### src/rtl/duty_pkg.sv
// Shared types and constants for the PWM duty-cycle meter.
// Latency: n/a; backpressure: n/a.
package duty_pkg;
    localparam int DUTY_W = 4;
    localparam logic [DUTY_W-1:0] DUTY_MAX = 4'd10;

    typedef enum logic [1:0] {
        IDLE = 2'd0,
        ARM  = 2'd1,
        MEAS = 2'd2
    } state_t;

    function automatic logic [DUTY_W-1:0] clamp_duty(input logic [DUTY_W-1:0] q);
        return (q > DUTY_MAX) ? DUTY_MAX : q;
    endfunction
endpackage

### src/rtl/duty_meter_if.sv
// Control/result bundle between the duty meter and its user.
// Latency: n/a; backpressure: none, results are one-cycle pulses.
interface duty_meter_if;
    import duty_pkg::*;

    logic              en;
    logic              pwm_in;
    logic [DUTY_W-1:0] duty_cycle;
    logic              ready;
    logic              timeout;
    logic              overrun;

    modport master (output en, pwm_in, input duty_cycle, ready, timeout, overrun);
    modport slave  (input en, pwm_in, output duty_cycle, ready, timeout, overrun);
endinterface

### src/rtl/duty_quant.sv
// Rounding divider: duty = min(10, floor((10*hi + per/2) / per)), 11 fixed iterations.
// Latency: start -> done 11 cycles; backpressure: start ignored while busy.
module duty_quant
    import duty_pkg::*;
#(
    parameter int CNT_W = 14
) (
    input  logic              clk,
    input  logic              rst,
    input  logic              i_start,
    input  logic              i_abort,
    input  logic [CNT_W-1:0]  i_hi,
    input  logic [CNT_W-1:0]  i_per,
    output logic              o_busy,
    output logic              o_done,
    output logic [DUTY_W-1:0] o_duty
);
    localparam int W = CNT_W + 4;
    localparam logic [3:0] LAST_IT = 4'd10;

    logic [W-1:0]      r_rem;
    logic [CNT_W-1:0]  r_div;
    logic [DUTY_W-1:0] r_q;
    logic [3:0]        r_it;
    logic              r_busy;

    logic [W-1:0] w_hi_x;
    logic [W-1:0] w_num;
    logic [W-1:0] w_div_x;
    logic         w_ge;

    // 10*hi as (hi<<3)+(hi<<1); the four spare bits absorb the growth
    assign w_hi_x  = {4'd0, i_hi};
    assign w_num   = (w_hi_x << 3) + (w_hi_x << 1) + {5'd0, i_per[CNT_W-1:1]};
    assign w_div_x = {4'd0, r_div};
    assign w_ge    = (r_rem >= w_div_x);

    assign o_busy = r_busy;
    assign o_done = r_busy && (r_it == LAST_IT) && !i_abort;
    assign o_duty = clamp_duty(r_q + {3'd0, w_ge});

    always_ff @(posedge clk or negedge rst) begin
        if (!rst) begin
            r_rem  <= '0;
            r_div  <= '0;
            r_q    <= '0;
            r_it   <= '0;
            r_busy <= 1'b0;
        end else if (i_abort) begin
            r_busy <= 1'b0;
        end else if (r_busy) begin
            if (w_ge) begin
                r_rem <= r_rem - w_div_x;
            end
            r_q  <= r_q + {3'd0, w_ge};
            r_it <= r_it + 4'd1;
            if (r_it == LAST_IT) begin
                r_busy <= 1'b0;
            end
        end else if (i_start) begin
            r_rem  <= w_num;
            r_div  <= i_per;
            r_q    <= '0;
            r_it   <= '0;
            r_busy <= 1'b1;
        end
    end
endmodule

### src/rtl/duty_meter.sv
// Measures an asynchronous PWM input and reports its duty in tenths, plus stuck-line timeouts.
// Latency: closing edge seen at E -> ready at E+12; backpressure: none, busy periods are dropped with overrun.
module duty_meter
    import duty_pkg::*;
#(
    parameter int CNT_W   = 14,
    parameter int TIMEOUT = 16383,
    parameter int SYNC_N  = 2
) (
    input  logic        clk,
    input  logic        rst,
    duty_meter_if.slave bus
);
    localparam logic [CNT_W-1:0] CNT_MAX = {CNT_W{1'b1}};
    localparam logic [CNT_W-1:0] CNT_ONE = {{(CNT_W-1){1'b0}}, 1'b1};
    localparam logic [CNT_W-1:0] TO_LAST = CNT_W'(TIMEOUT - 1);

    logic [SYNC_N-1:0] r_sync;
    logic              r_pwm_d;
    logic              r_rise;
    state_t            r_state;
    logic [CNT_W-1:0]  r_per_cnt;
    logic [CNT_W-1:0]  r_hi_cnt;
    logic [CNT_W-1:0]  r_to_cnt;
    logic [DUTY_W-1:0] r_duty;
    logic              r_ready;
    logic              r_timeout;
    logic              r_overrun;

    logic              w_pwm;
    logic              w_meas_edge;
    logic              w_start;
    logic              w_drop;
    logic              w_abort;
    logic              w_tracking;
    logic              w_to_hit;
    logic              w_to_fire;
    logic              w_q_busy;
    logic              w_q_done;
    logic [DUTY_W-1:0] w_q_duty;

    function automatic logic [CNT_W-1:0] sat_inc(input logic [CNT_W-1:0] v);
        return (v == CNT_MAX) ? v : v + CNT_ONE;
    endfunction

    // r_pwm_d is aligned with r_rise, so the edge cycle itself counts as high
    assign w_pwm = r_sync[SYNC_N-1];

    always_ff @(posedge clk or negedge rst) begin
        if (!rst) begin
            r_sync  <= '0;
            r_pwm_d <= 1'b0;
            r_rise  <= 1'b0;
        end else begin
            r_sync  <= {r_sync[SYNC_N-2:0], bus.pwm_in};
            r_pwm_d <= w_pwm;
            r_rise  <= w_pwm & ~r_pwm_d;
        end
    end

    assign w_meas_edge = bus.en && (r_state == MEAS) && r_rise;
    assign w_start     = w_meas_edge && !w_q_busy;
    assign w_drop      = w_meas_edge && w_q_busy;
    assign w_abort     = !bus.en;
    assign w_tracking  = bus.en && (r_state != IDLE);
    assign w_to_hit    = w_tracking && !r_rise && (r_to_cnt == TO_LAST);
    // A pending timeout waits out any compute and the cycle after a result, keeping ready isolated
    assign w_to_fire   = w_to_hit && !w_q_busy && !r_ready;

    duty_quant #(.CNT_W(CNT_W)) u_quant (
        .clk     (clk),
        .rst     (rst),
        .i_start (w_start),
        .i_abort (w_abort),
        .i_hi    (r_hi_cnt),
        .i_per   (r_per_cnt),
        .o_busy  (w_q_busy),
        .o_done  (w_q_done),
        .o_duty  (w_q_duty)
    );

    always_ff @(posedge clk or negedge rst) begin
        if (!rst) begin
            r_state   <= IDLE;
            r_per_cnt <= '0;
            r_hi_cnt  <= '0;
            r_to_cnt  <= '0;
            r_duty    <= '0;
            r_ready   <= 1'b0;
            r_timeout <= 1'b0;
            r_overrun <= 1'b0;
        end else begin
            r_ready   <= 1'b0;
            r_timeout <= 1'b0;
            r_overrun <= w_drop;
            if (!bus.en) begin
                r_state   <= IDLE;
                r_per_cnt <= '0;
                r_hi_cnt  <= '0;
                r_to_cnt  <= '0;
            end else begin
                if (w_q_done) begin
                    r_duty  <= w_q_duty;
                    r_ready <= 1'b1;
                end else if (w_to_fire) begin
                    r_duty    <= r_pwm_d ? DUTY_MAX : '0;
                    r_ready   <= 1'b1;
                    r_timeout <= 1'b1;
                end
                case (r_state)
                    IDLE: begin
                        r_state   <= ARM;
                        r_per_cnt <= '0;
                        r_hi_cnt  <= '0;
                        r_to_cnt  <= '0;
                    end
                    ARM: begin
                        if (r_rise) begin
                            r_state   <= MEAS;
                            r_per_cnt <= CNT_ONE;
                            r_hi_cnt  <= CNT_ONE;
                            r_to_cnt  <= '0;
                        end else if (w_to_fire) begin
                            r_to_cnt <= '0;
                        end else if (!w_to_hit) begin
                            r_to_cnt <= sat_inc(r_to_cnt);
                        end
                    end
                    MEAS: begin
                        if (r_rise) begin
                            r_per_cnt <= CNT_ONE;
                            r_hi_cnt  <= CNT_ONE;
                            r_to_cnt  <= '0;
                        end else if (w_to_fire) begin
                            r_state   <= ARM;
                            r_per_cnt <= '0;
                            r_hi_cnt  <= '0;
                            r_to_cnt  <= '0;
                        end else begin
                            r_per_cnt <= sat_inc(r_per_cnt);
                            if (r_pwm_d) begin
                                r_hi_cnt <= sat_inc(r_hi_cnt);
                            end
                            if (!w_to_hit) begin
                                r_to_cnt <= sat_inc(r_to_cnt);
                            end
                        end
                    end
                    default: r_state <= IDLE;
                endcase
            end
        end
    end

    assign bus.duty_cycle = r_duty;
    assign bus.ready      = r_ready;
    assign bus.timeout    = r_timeout;
    assign bus.overrun    = r_overrun;
endmodule

### src/flat_wrapper.sv
// flat-port wrapper written by rule: the top's interface ports become plain ports
module duty_meter_flat import duty_pkg::*;
#(
    parameter int CNT_W   = 14,
    parameter int TIMEOUT = 16383,
    parameter int SYNC_N  = 2
)
  (clk, rst, bus_en, bus_pwm_in, bus_duty_cycle, bus_ready, bus_timeout, bus_overrun);
  duty_meter_if bus_i ();
  input  logic clk;
  input  logic rst;
  input wire logic [$bits(bus_i.en)-1:0] bus_en;
  input wire logic [$bits(bus_i.pwm_in)-1:0] bus_pwm_in;
  output wire logic [$bits(bus_i.duty_cycle)-1:0] bus_duty_cycle;
  output wire logic [$bits(bus_i.ready)-1:0] bus_ready;
  output wire logic [$bits(bus_i.timeout)-1:0] bus_timeout;
  output wire logic [$bits(bus_i.overrun)-1:0] bus_overrun;
  assign bus_i.en = bus_en;
  assign bus_i.pwm_in = bus_pwm_in;
  assign bus_duty_cycle = bus_i.duty_cycle;
  assign bus_ready = bus_i.ready;
  assign bus_timeout = bus_i.timeout;
  assign bus_overrun = bus_i.overrun;
  duty_meter #(.CNT_W(CNT_W), .TIMEOUT(TIMEOUT), .SYNC_N(SYNC_N)) u_core (.clk(clk), .rst(rst), .bus(bus_i));
endmodule
### config.mk
export PLATFORM = sky130hd
export DESIGN_NAME = duty_meter_flat
export DESIGN_NICKNAME = d
export VERILOG_FILES = /design/src/rtl/duty_pkg.sv /design/src/rtl/duty_meter_if.sv /design/src/rtl/duty_quant.sv /design/src/rtl/duty_meter.sv /design/src/flat_wrapper.sv
export SDC_FILE = /design/constraint.sdc
export NUM_CORES = 1
export LEC_CHECK = 0
export BUFFER_PORTS_ARGS = -buffer_cell sky130_fd_sc_hd__clkbuf_2
export CAP_MARGIN = 0
export CORE_MARGIN = 2
export CORE_UTILIZATION = 57
export DETAILED_ROUTE_END_ITERATION = 10
export PLACE_DENSITY = 0.73
export RECOVER_POWER = 100
export SLEW_MARGIN = 20
export SYNTH_ARGS = -nofsm -noshare
export SYNTH_HDL_FRONTEND = slang
export SYNTH_SLANG_ARGS = --single-unit
### constraint.sdc
create_clock -name clk -period 4.4 [get_ports clk]
set_input_delay 0.66 -clock clk [delete_from_list [all_inputs] [get_ports clk]]
set_output_delay 0.66 -clock clk [all_outputs]
set_load 0.005 [all_outputs]
* After elaboration in Yosys (flattened, before gate mapping) *
Cells that the tools add are included.

cells by class
  reduce and logical (&&, ||, !) cells = 27
  $lt $le $gt $ge = 2
  bitwise logic cells = 3
  eq/ne operators = 18
  $add $sub $neg = 8
  multiplexer cells = 42

operators with widths
  cell                     count
  $mux W14                 15
  $pmux W14 S3             2
  $eq A14 B14 Y1 const B   4
  $mux W18                 3
  $add A14 B1 Y14 const B  3
  $mux W4                  7
  $pmux W14 S2             1
  $add A17 B15 Y18         1
  $add A18 B13 Y18         1
  $ge A18 B14 Y1           1
  $sub A18 B14 Y18         1
  $ne A5 B3 Y1 const B     3
  $reduce_and A3 Y1        5
  $logic_and A1 B1 Y1      11
  $mux W1                  9
  $ne A3 B2 Y1 const B     3
  $mux W2                  4
  $pmux W2 S3              1
  $reduce_bool A2 Y1       3
  $ne A5 B2 Y1 const B     1
  $ne A5 B4 Y1 const B     1
  $add A4 B1 Y4            1
  $add A4 B1 Y4 const B    1
  $eq A4 B4 Y1 const B     1
  13 further kinds         17

word-level totals
  register bits after elaboration = 96
  logic and storage cells = 116
  output and inout bits = 7
  input port bits = 4

* Logic depth before layout (Yosys ltp) *
Gate-level depths: netlist of the first run.

  word-level depth = 10
  mapped depth = 15
  gate-level depth less buffers = 15

* By module *
A second synthesis of the first run with hierarchy kept.

unflattened totals
  cell total of the unflattened synthesis = 780
  area, all modules = 6,925.4 um2

modules (own cells, without submodules)
  module      instances  seq. area each (um2)  cells an instance  area each (um2)
  duty_quant  1          1,026.0               452                3,903.7
  duty_meter  1          1,376.3               328                3,021.6

* Least setup slack after synthesis of the first run *
No wires, ideal clock.

  path kind = flip-flop to flip-flop
  start = register u_core.u_quant.r_rem[0]
  end = register u_core.r_duty[0], in the netlist u_core.bus.duty_cycle[0]
  arrival time = 2,729 ps
  buffers on the path = 0
  cell stages (with the launch flop) = 16
  clock period less this slack = 2,863 ps
  setup slack = 1,537 ps
  required time = 4,266 ps
  library setup time = 134 ps
  cell sequence = dfrtp_1 > inv_1 > ha_1 > fa_1 > and2b_1 > o2111ai_1 > a31o_1 > a211oi_2 > nand2b_1 > nand2b_1 > ha_1 > ha_1 > xor2_1 > o21ai_0 > nand2_1 > o21ai_0

on the way
  cells in the longest elaborated chain, start to end = 5

ends and longest elaborated chain
  element                 RTL line           text
  start, declared         duty_quant.sv:21   logic [W-1:0] r_rem;
  start signal, assigned  duty_quant.sv:53   r_rem <= r_rem - w_div_x;
  start signal, assigned  duty_quant.sv:61   r_rem <= w_num;
  $ge A18 B14 Y1 *        duty_quant.sv:36   assign w_ge = (r_rem >= w_div_x);
  $add A4 B1 Y4 *         duty_quant.sv:40   assign o_duty = clamp_duty(r_q + {3'd0, w_ge});
  $gt A4 B4 Y1            duty_pkg.sv:14     return (q > DUTY_MAX) ? DUTY_MAX : q;
  $mux W4 *               duty_pkg.sv:14
  $mux W4 *               duty_meter.sv:102  if (w_q_done) begin
  end signal, assigned    duty_meter.sv:103  r_duty <= w_q_duty;
  end signal, assigned    duty_meter.sv:106  r_duty <= r_pwm_d ? DUTY_MAX : '0;
  end, declared           duty_meter.sv:25   logic [DUTY_W-1:0] r_duty;

Mark *: on every way between the ends. The rest lies on a longest branch, timed or not.
A chain may end at the register's enable or synchronous reset.

* Worst setup path in the final report of the first run *
  start = register u_core.u_quant.r_busy, in the netlist u_core.u_quant.o_busy
  end = register u_core.r_to_cnt[11]

on the way
  cells in the longest elaborated chain, start to end = 7
  elaborated cells between the ends (all ways) = 10
  classes of those cells = eq/ne: 2; mux: 4; reduce/logical: 4

ends and longest elaborated chain
  element                              RTL line           text
  start, declared                      duty_quant.sv:25   logic r_busy;
  start signal, assigned               duty_quant.sv:48   r_busy <= 1'b0;
  start signal, assigned               duty_quant.sv:50   r_busy <= 1'b0;
  start signal, assigned               duty_quant.sv:58   r_busy <= 1'b0;
  $logic_not A1 Y1 *                   duty_meter.sv:68   assign w_to_fire = w_to_hit && !w_q_busy && !r_ready;
  $logic_and A1 B1 Y1 * (2 in series)  duty_meter.sv:68
  $mux W14                             duty_meter.sv:134  end else if (w_to_fire) begin
  $mux W14                             duty_meter.sv:130  if (r_rise) begin
  $pmux W14 S2                         duty_meter.sv:110  case (r_state)
  $mux W14                             duty_meter.sv:96   if (!bus.en) begin
  end signal, assigned                 duty_meter.sv:126  r_to_cnt <= sat_inc(r_to_cnt);
  end signal, assigned                 duty_meter.sv:145  r_to_cnt <= sat_inc(r_to_cnt);
  end, declared                        duty_meter.sv:24   logic [CNT_W-1:0] r_to_cnt;

Marks and branches as above.

==> results of run 1 <==
-- stage by stage --
| step | utilization [%] | power (W) |
|---|---|---|
| 4_1_cts | 61.9 | 0.00320 |
| 3_5_place_dp | 59.2 | 0.00236 |
| 3_3_place_gp | 59.2 | 0.00233 |
| 2_1_floorplan | - | 0.00209 |
| 5_1_grt | 61.6 | 0.00339 |
| 6_report | 61.6 | 0.00319 |
-- layout make-up --
| type | count | area [um2] |
|---|---|---|
| fill | 989 | 4370 |
| multi-input combinational | 580 | 3900 |
| sequential | 96 | 2400 |
| clock buffer | 11 | 253 |
| tap | 143 | 179 |
| inverter | 32 | 120 |
| timing repair buffer | 16 | 77.6 |
| clock inverter | 5 | 65.1 |
-- cells in the final DEF, fill, tap and decap left out, types with 3 or more instances in the layout --
| cell type | synthesis | layout |
|---|---|---|
| buf_4 | 2 | 3 |
| nand4_1 | 10 | 10 |
| inv_1 | 31 | 32 |
| dfrtp_1 | 96 | 96 |
| and2_1 | 6 | 6 |
| clkinv_4 | 0 | 4 |
| nor4b_1 | 2 | 3 |
| o31ai_1 | 11 | 11 |
| nor2b_1 | 7 | 7 |
| nor2_1 | 62 | 62 |
| o21ai_1 | 14 | 4 |
| a211oi_1 | 4 | 5 |
| o22ai_1 | 3 | 3 |
| a31oi_1 | 13 | 13 |
| or3_1 | 3 | 4 |
| fa_1 | 12 | 12 |
| o2111ai_1 | 3 | 3 |
| a211o_1 | 3 | 3 |
| xor2_1 | 8 | 8 |
| a21oi_1 | 31 | 32 |
| a311oi_1 | 3 | 3 |
| o21ai_0 | 69 | 79 |
| xnor2_1 | 16 | 16 |
| mux2i_1 | 9 | 9 |
| ha_1 | 44 | 44 |
| nand2_1 | 86 | 87 |
| nand3_1 | 34 | 34 |
| a21o_1 | 11 | 11 |
| nand2b_1 | 9 | 9 |
| clkbuf_2 | 0 | 5 |
| clkbuf_16 | 0 | 9 |
| o21bai_1 | 4 | 4 |
| and3_1 | 22 | 22 |
| a32o_1 | 3 | 3 |
| nor3_1 | 15 | 15 |
| clkbuf_1 | 13 | 8 |
| o21ai_2 | 3 | 3 |
| o21a_1 | 6 | 6 |
| o41ai_1 | 6 | 6 |
-- registers in the layout (all words and copies together) (netlist names), 2 cells and up --
signal and flops:
u_core.u_quant.r_rem 18, u_core.r_hi_cnt 14, u_core.r_per_cnt 14, u_core.r_to_cnt 14, u_core.u_quant.r_div 14, u_core.bus.duty_cycle 4, u_core.u_quant.r_it 4, u_core.u_quant.r_q 4
u_core.r_state 2, u_core.r_sync 2
-- worst max-delay path, cell delays in order (launching register included) --
cell	delay, ps
dfrtp_1	660
nand2b_4	270
nor4b_1	980
nand2_1	580
a21oi_1	840
a31oi_1	80
a31oi_1	180
nor2_1	70
-- cells by family after synthesis --
group,Yosys count,share of synthesized area (%)
and+or+nand+nor,280,21.8
AOI/OAI and AO/OA,211,21.2
DFF,96,36.4
buffers and inverters,57,4.04
adders and majority gates,56,12.0
xor gates and xnor gates,24,3.19
muxes,9,1.37
-- metal layers --
layer	track usage, %	share of wire [%]	routed length (um)	vias to the layer above
met5	0	0	0	-
met4	7.00	1.2	189	0
met3	4.14	5.5	845	14
met2	40.7	48	7340	201
met1	34.5	45	6910	2716
li1	-	-	-	2655
-- where the power goes --
group / internal [W] / total, W / switching (W)
clock: 0.000476 / 0.000826 / 0.000351
combinational: 0.000491 / 0.00127 / 0.000774
sequential: 0.00101 / 0.00110 / 0.0000939
total: 0.00197 / 0.00319 / 0.00122
-- final timing paths --
check	from	endpoint	slack, ps	cells after the start
worst max-delay path	u_core.u_quant.o_busy	u_core.r_to_cnt[11]	620	7
worst min-delay path	u_core.r_sync[0]	u_core.r_sync[1]	350	0
worst max register to register	u_core.u_quant.o_busy	u_core.r_to_cnt[11]	620	7
worst min register to register	u_core.r_sync[0]	u_core.r_sync[1]	350	0
max in group asynchronous	rst	u_core.r_per_cnt[6]	1770	2
min in group asynchronous	rst	u_core.u_quant.r_it[1]	400	1
==> impl_results.md, run 1 <==
- Vias post-DR: around 5,600
- Design area: 7000 um2
- Initial Util: 58.0%
- FP Rows: 39
- Syn avg cell area: 9.00 um2
- Worst-case clock buffer depth: 2
- Ratio of cells with drive above 1 in the final layout: 6.49%
- Placed instance area: 6730 um2
- Final Hold Viols: 0
- Post-synthesis cell type count: 79
- Die height: ~110 um
- Routed wire length per instance: 17.3 um
- Sequential area share after synthesis: between 30% and 40%
- Syn Std Cell Area: 6600 um2
- # placed instances: 867
- Number of flops mapped to enable cells by yosys: 0
- Max VDD drop: 0.342 mV
- Critical Path RT: 4640 ps
- Main flop type after synthesis: dfrtp_1
- Status: finished, violations left
- Num CTS Buffers: 9
- Endpoint class of the critical path: flip-flop
- Post-CTS Hold Fix Bufs: 0
- I/O pin count: 11
- Synth top area cells: dfrtp_1 36%, ha_1 8.3%, o21ai_0 5.2%, nand2_1 4.9%, fa_1 3.6%
- Largest net degree at the start of global routing: 64
- Async SR Flop Fraction: between 90% and 100%
- Die area: 12,400 um2
- Period minus WS final: 3780 ps
- Slew Viols, Final: 35
- Total gr overflow: 0
- First-pass GRT wire length: 25.2 mm
- Fmax: around 260 MHz
- Worst-Skew Late Latency: 350 ps
- Most numerous cell in the Yosys netlist: dfrtp_1
- Power Dens Cells: between 400 and 500 nW/um2
- Critical path class: flip-flop to flip-flop
- H-tree levels: 3
- Initial antenna violation count: 0
- P_leak: 3.31 nW
- Post-Syn Nets: 793
- Vias per inst: 6.33
- Core area: 11,400 um2
- Post-route DRC: 0
- Post-CTS sizing: 0
- Synthesis-stage register bit count: 96
- ANT nets after route: 0
- Post-synth top cells: 96 x dfrtp_1, 86 x nand2_1, 69 x o21ai_0, 62 x nor2_1, 44 x ha_1
- Final setup margin: 623 ps
- Setup TNS: 0 ps
- Largest fanout on the critical path: 19
- Syn-to-layout area delta: 6.13%
- Slew HR: -24.0%
- CP arrival: 4020 ps
- Unrepaired setup endpoints after global routing: no
- Max-cap violations: 1
- Tightest Pin Transition: approximately 1900 ps
- Vias in the first global route: between 5,000 and 6,000
- Tightest hold margin: 352 ps
- Synth area leader: dfrtp_1
- Port Buffers: 10
- Inserted Diodes: 0
- Startpoint types: flip-flop
- Final nets: 795
- Clock skew: between 7 and 8 ps
- Pre-CTS setup slack: 1140 ps
- DRT iter0 DRCs: 440
- CTS tree: yes
- Worst-path clk slew: 70 ps
- Sink Count: 96
- Ys Warns: 0
- Hold Crit Class: flip-flop to flip-flop
- Total wire length: 15.3 mm
- Mapped Cells: 733
- Fin cells: 883
- Failing checks: max-capacitance violations, max-slew violations
- Tcrit/Tclk final: a little under nine tenths
- First-pass iteration count of the detailed router: 5
- Gr usage total: ~25%
- Setup violators final: 0
- DIE WIDTH: 112 um
- Yosys top cell area share: 36.4%
- Dpl hpwl: 11.1 mm
- CTS Root Cell: clkbuf_16
- Post-CTS Setup Inserts: 0
- RD Place Congestion: 0.914
(Power assumes the default switching activity.)
==> run 2: changes to the inputs <==
--- a/config.mk
+++ b/config.mk
@@ -8,9 +8,10 @@
 export BUFFER_PORTS_ARGS = -buffer_cell sky130_fd_sc_hd__clkbuf_2
 export CAP_MARGIN = 0
 export CORE_MARGIN = 2
-export CORE_UTILIZATION = 57
+export CORE_UTILIZATION = 55
 export DETAILED_ROUTE_END_ITERATION = 10
-export PLACE_DENSITY = 0.73
+export GPL_ROUTABILITY_DRIVEN = 1
+export PLACE_DENSITY = 0.71
 export RECOVER_POWER = 100
 export SLEW_MARGIN = 20
 export SYNTH_ARGS = -nofsm -noshare
==> impl_results.md, run 2 (same netlist as run 1, synthesis figures left out) <==
- Post-CTS sizing: 0
- Total gr overflow: 0
- FF/Latch Area: approximately 2400 um2
- Failing checks: max-capacitance violations, max-slew violations
- Vias in the first global route: approximately 5,400
- Final nets: around 800
- Startpoint types: flip-flop
- Largest Register: u_core.u_quant.r_rem
- Final setup margin: approximately 700 ps
- Die area: between 10,000 and 15,000 um2
- Critical path class: flip-flop to flip-flop
- Unrepaired setup endpoints after global routing: no
- Power Dens Cells: between 400 and 500 nW/um2
- P_leak: 3.27 nW
- Ratio of cells with drive above 1 in the final layout: 6.09%
- Setup violators final: 0
- Largest net degree at the start of global routing: between 60 and 70
- Status: finished, violations left
- Num CTS Buffers: 9
- Fmax: ~270 MHz
- Critical Path RT: 4620 ps
- Worst-case clock buffer depth: 2
- CTS tree: yes
- Reg-to-reg slack, setup: between 700 and 800 ps
- Largest fanout on the critical path: 16
- Pre-CTS setup slack: 1100 ps
- Endpoint class of the critical path: flip-flop
- Clock skew: just under 9 ps
- Core area: 11,600 um2
- Multi-input logic area: a little under 4000 um2
- Initial Util: a little under three fifths
- Worst hold stages: 0
- Fin cells: 882
- Worst-path clk slew: ~70 ps
- DRT iter0 DRCs: 388
- First-pass iteration count of the detailed router: 5
- Most frequent cells in the layout: 96 x dfrtp_1, 87 x nand2_1, 80 x o21ai_0
- Design area: 6940 um2
- ANT nets after route: 0
- Vias post-DR: 5,452
- DIE WIDTH: about 110 um
- Post-route DRC: 0
- Crit path to: u_core.r_hi_cnt[13]
- Vias per inst: 6.18
- Final Hold Viols: 0
- Total wire length: 15.3 mm
- Gr usage total: between 20% and 30%
- Post-CTS Setup Inserts: 0
- Final Power: 0.00309 W
- Syn-to-layout area delta: 5.18%
- Max-cap violations: 2
- Filler cell count: 1,015
- Sink Count: 96
- CP arrival: 3910 ps
- Tcrit/Tclk final: 83.8%
- Period minus WS final: 3690 ps
- R2R depth: 10
- # placed instances: 866
- Slew HR: -12.2%
- Max reg flops: 18
- FP Rows: 39
- FF-to-FF End: u_core.r_hi_cnt[13]
- Die height: 114 um
- Commonest non-fill, non-tap cell in the layout: dfrtp_1
- I/O pin count: 11
- Critical Path Start: u_core.r_state[0]
- First-pass GRT wire length: 26.1 mm
- RD Place Congestion: about 0.86
- Port Buffers: 10
- H-tree levels: 3
- Post-CTS Hold Fix Bufs: 0
- Worst-Skew Late Latency: 360 ps
- Routed wire length per instance: 17.4 um
- Placed instance area: approximately 6700 um2
- Slew Viols, Final: 99
- Setup TNS: 0 ps
- CTS Root Cell: clkbuf_16
- R2R Path Start: u_core.r_state[0]
- Dpl hpwl: about 11 mm
- Initial antenna violation count: 0
- Hold Crit Class: flip-flop to flip-flop
- Tightest Pin Transition: 1680 ps
- Max VDD drop: 0.309 mV
- Inserted Diodes: 0
-- run 2: how the worst min path moves through the flow --
| stage | endpoint | slack, ps | startpoint |
|---|---|---|---|
| 2_1_floorplan | u_core.r_sync[1] | 330 | u_core.r_sync[0] |
| 3_3_place_gp | u_core.r_sync[1] | 340 | u_core.r_sync[0] |
| 3_5_place_dp | u_core.r_sync[1] | 340 | u_core.r_sync[0] |
| 4_1_cts | u_core.r_sync[1] | 370 | u_core.r_sync[0] |
| 5_1_grt | u_core.r_sync[1] | 370 | u_core.r_sync[0] |
| 6_report | u_core.r_sync[1] | 360 | u_core.r_sync[0] |
-- run 2: worst max-delay path, stage by stage (launching register included) --
cell     delay, ps
dfrtp_1        400
inv_1           90
ha_1           260
nor2b_1        200
nor4b_1        860
nand2_1        610
inv_1          370
or3_4          210
o21ai_2        180
o21ai_0        240
o21ai_0        120
-- run 2: area by class of cell --
class                           count  share of cell area [%]
Clock buffer                       10                    3.30
Clock inverter                      6                   0.649
Inverter                           32                    1.73
Multi-Input combinational cell    580                    56.2
Sequential cell                    96                    34.6
Tap cell                          143                    2.58
Timing Repair Buffer               15                   0.956
-- run 2: report_power, final --
part	internal [W]	switching [W]	leakage (nW)
Sequential	0.00101	0.0000890	1.30
Clock	0.000386	0.000358	0.125
Combinational	0.000486	0.000762	1.84
-- run 2: through the flow --
| stage | utilization (%) | hold slack [ps] |
|---|---|---|
| 3_5_place_dp | 58.1 | 339 |
| 6_report | 60.0 | 364 |
| 3_3_place_gp | 58.1 | 344 |
| 2_1_floorplan | - | 331 |
| 5_1_grt | 60.0 | 372 |
| 4_1_cts | 60.5 | 371 |
-- run 2: layer usage --
| metal | routed length (um) | up-vias | GRT usage, % |
|---|---|---|---|
| li1 | - | 2654 | - |
| met1 | 7560 | 2663 | 36.6 |
| met2 | 6900 | 124 | 38.7 |
| met3 | 750 | 11 | 5.26 |
| met4 | 123 | 0 | 6.42 |
| met5 | 0 | - | 0 |
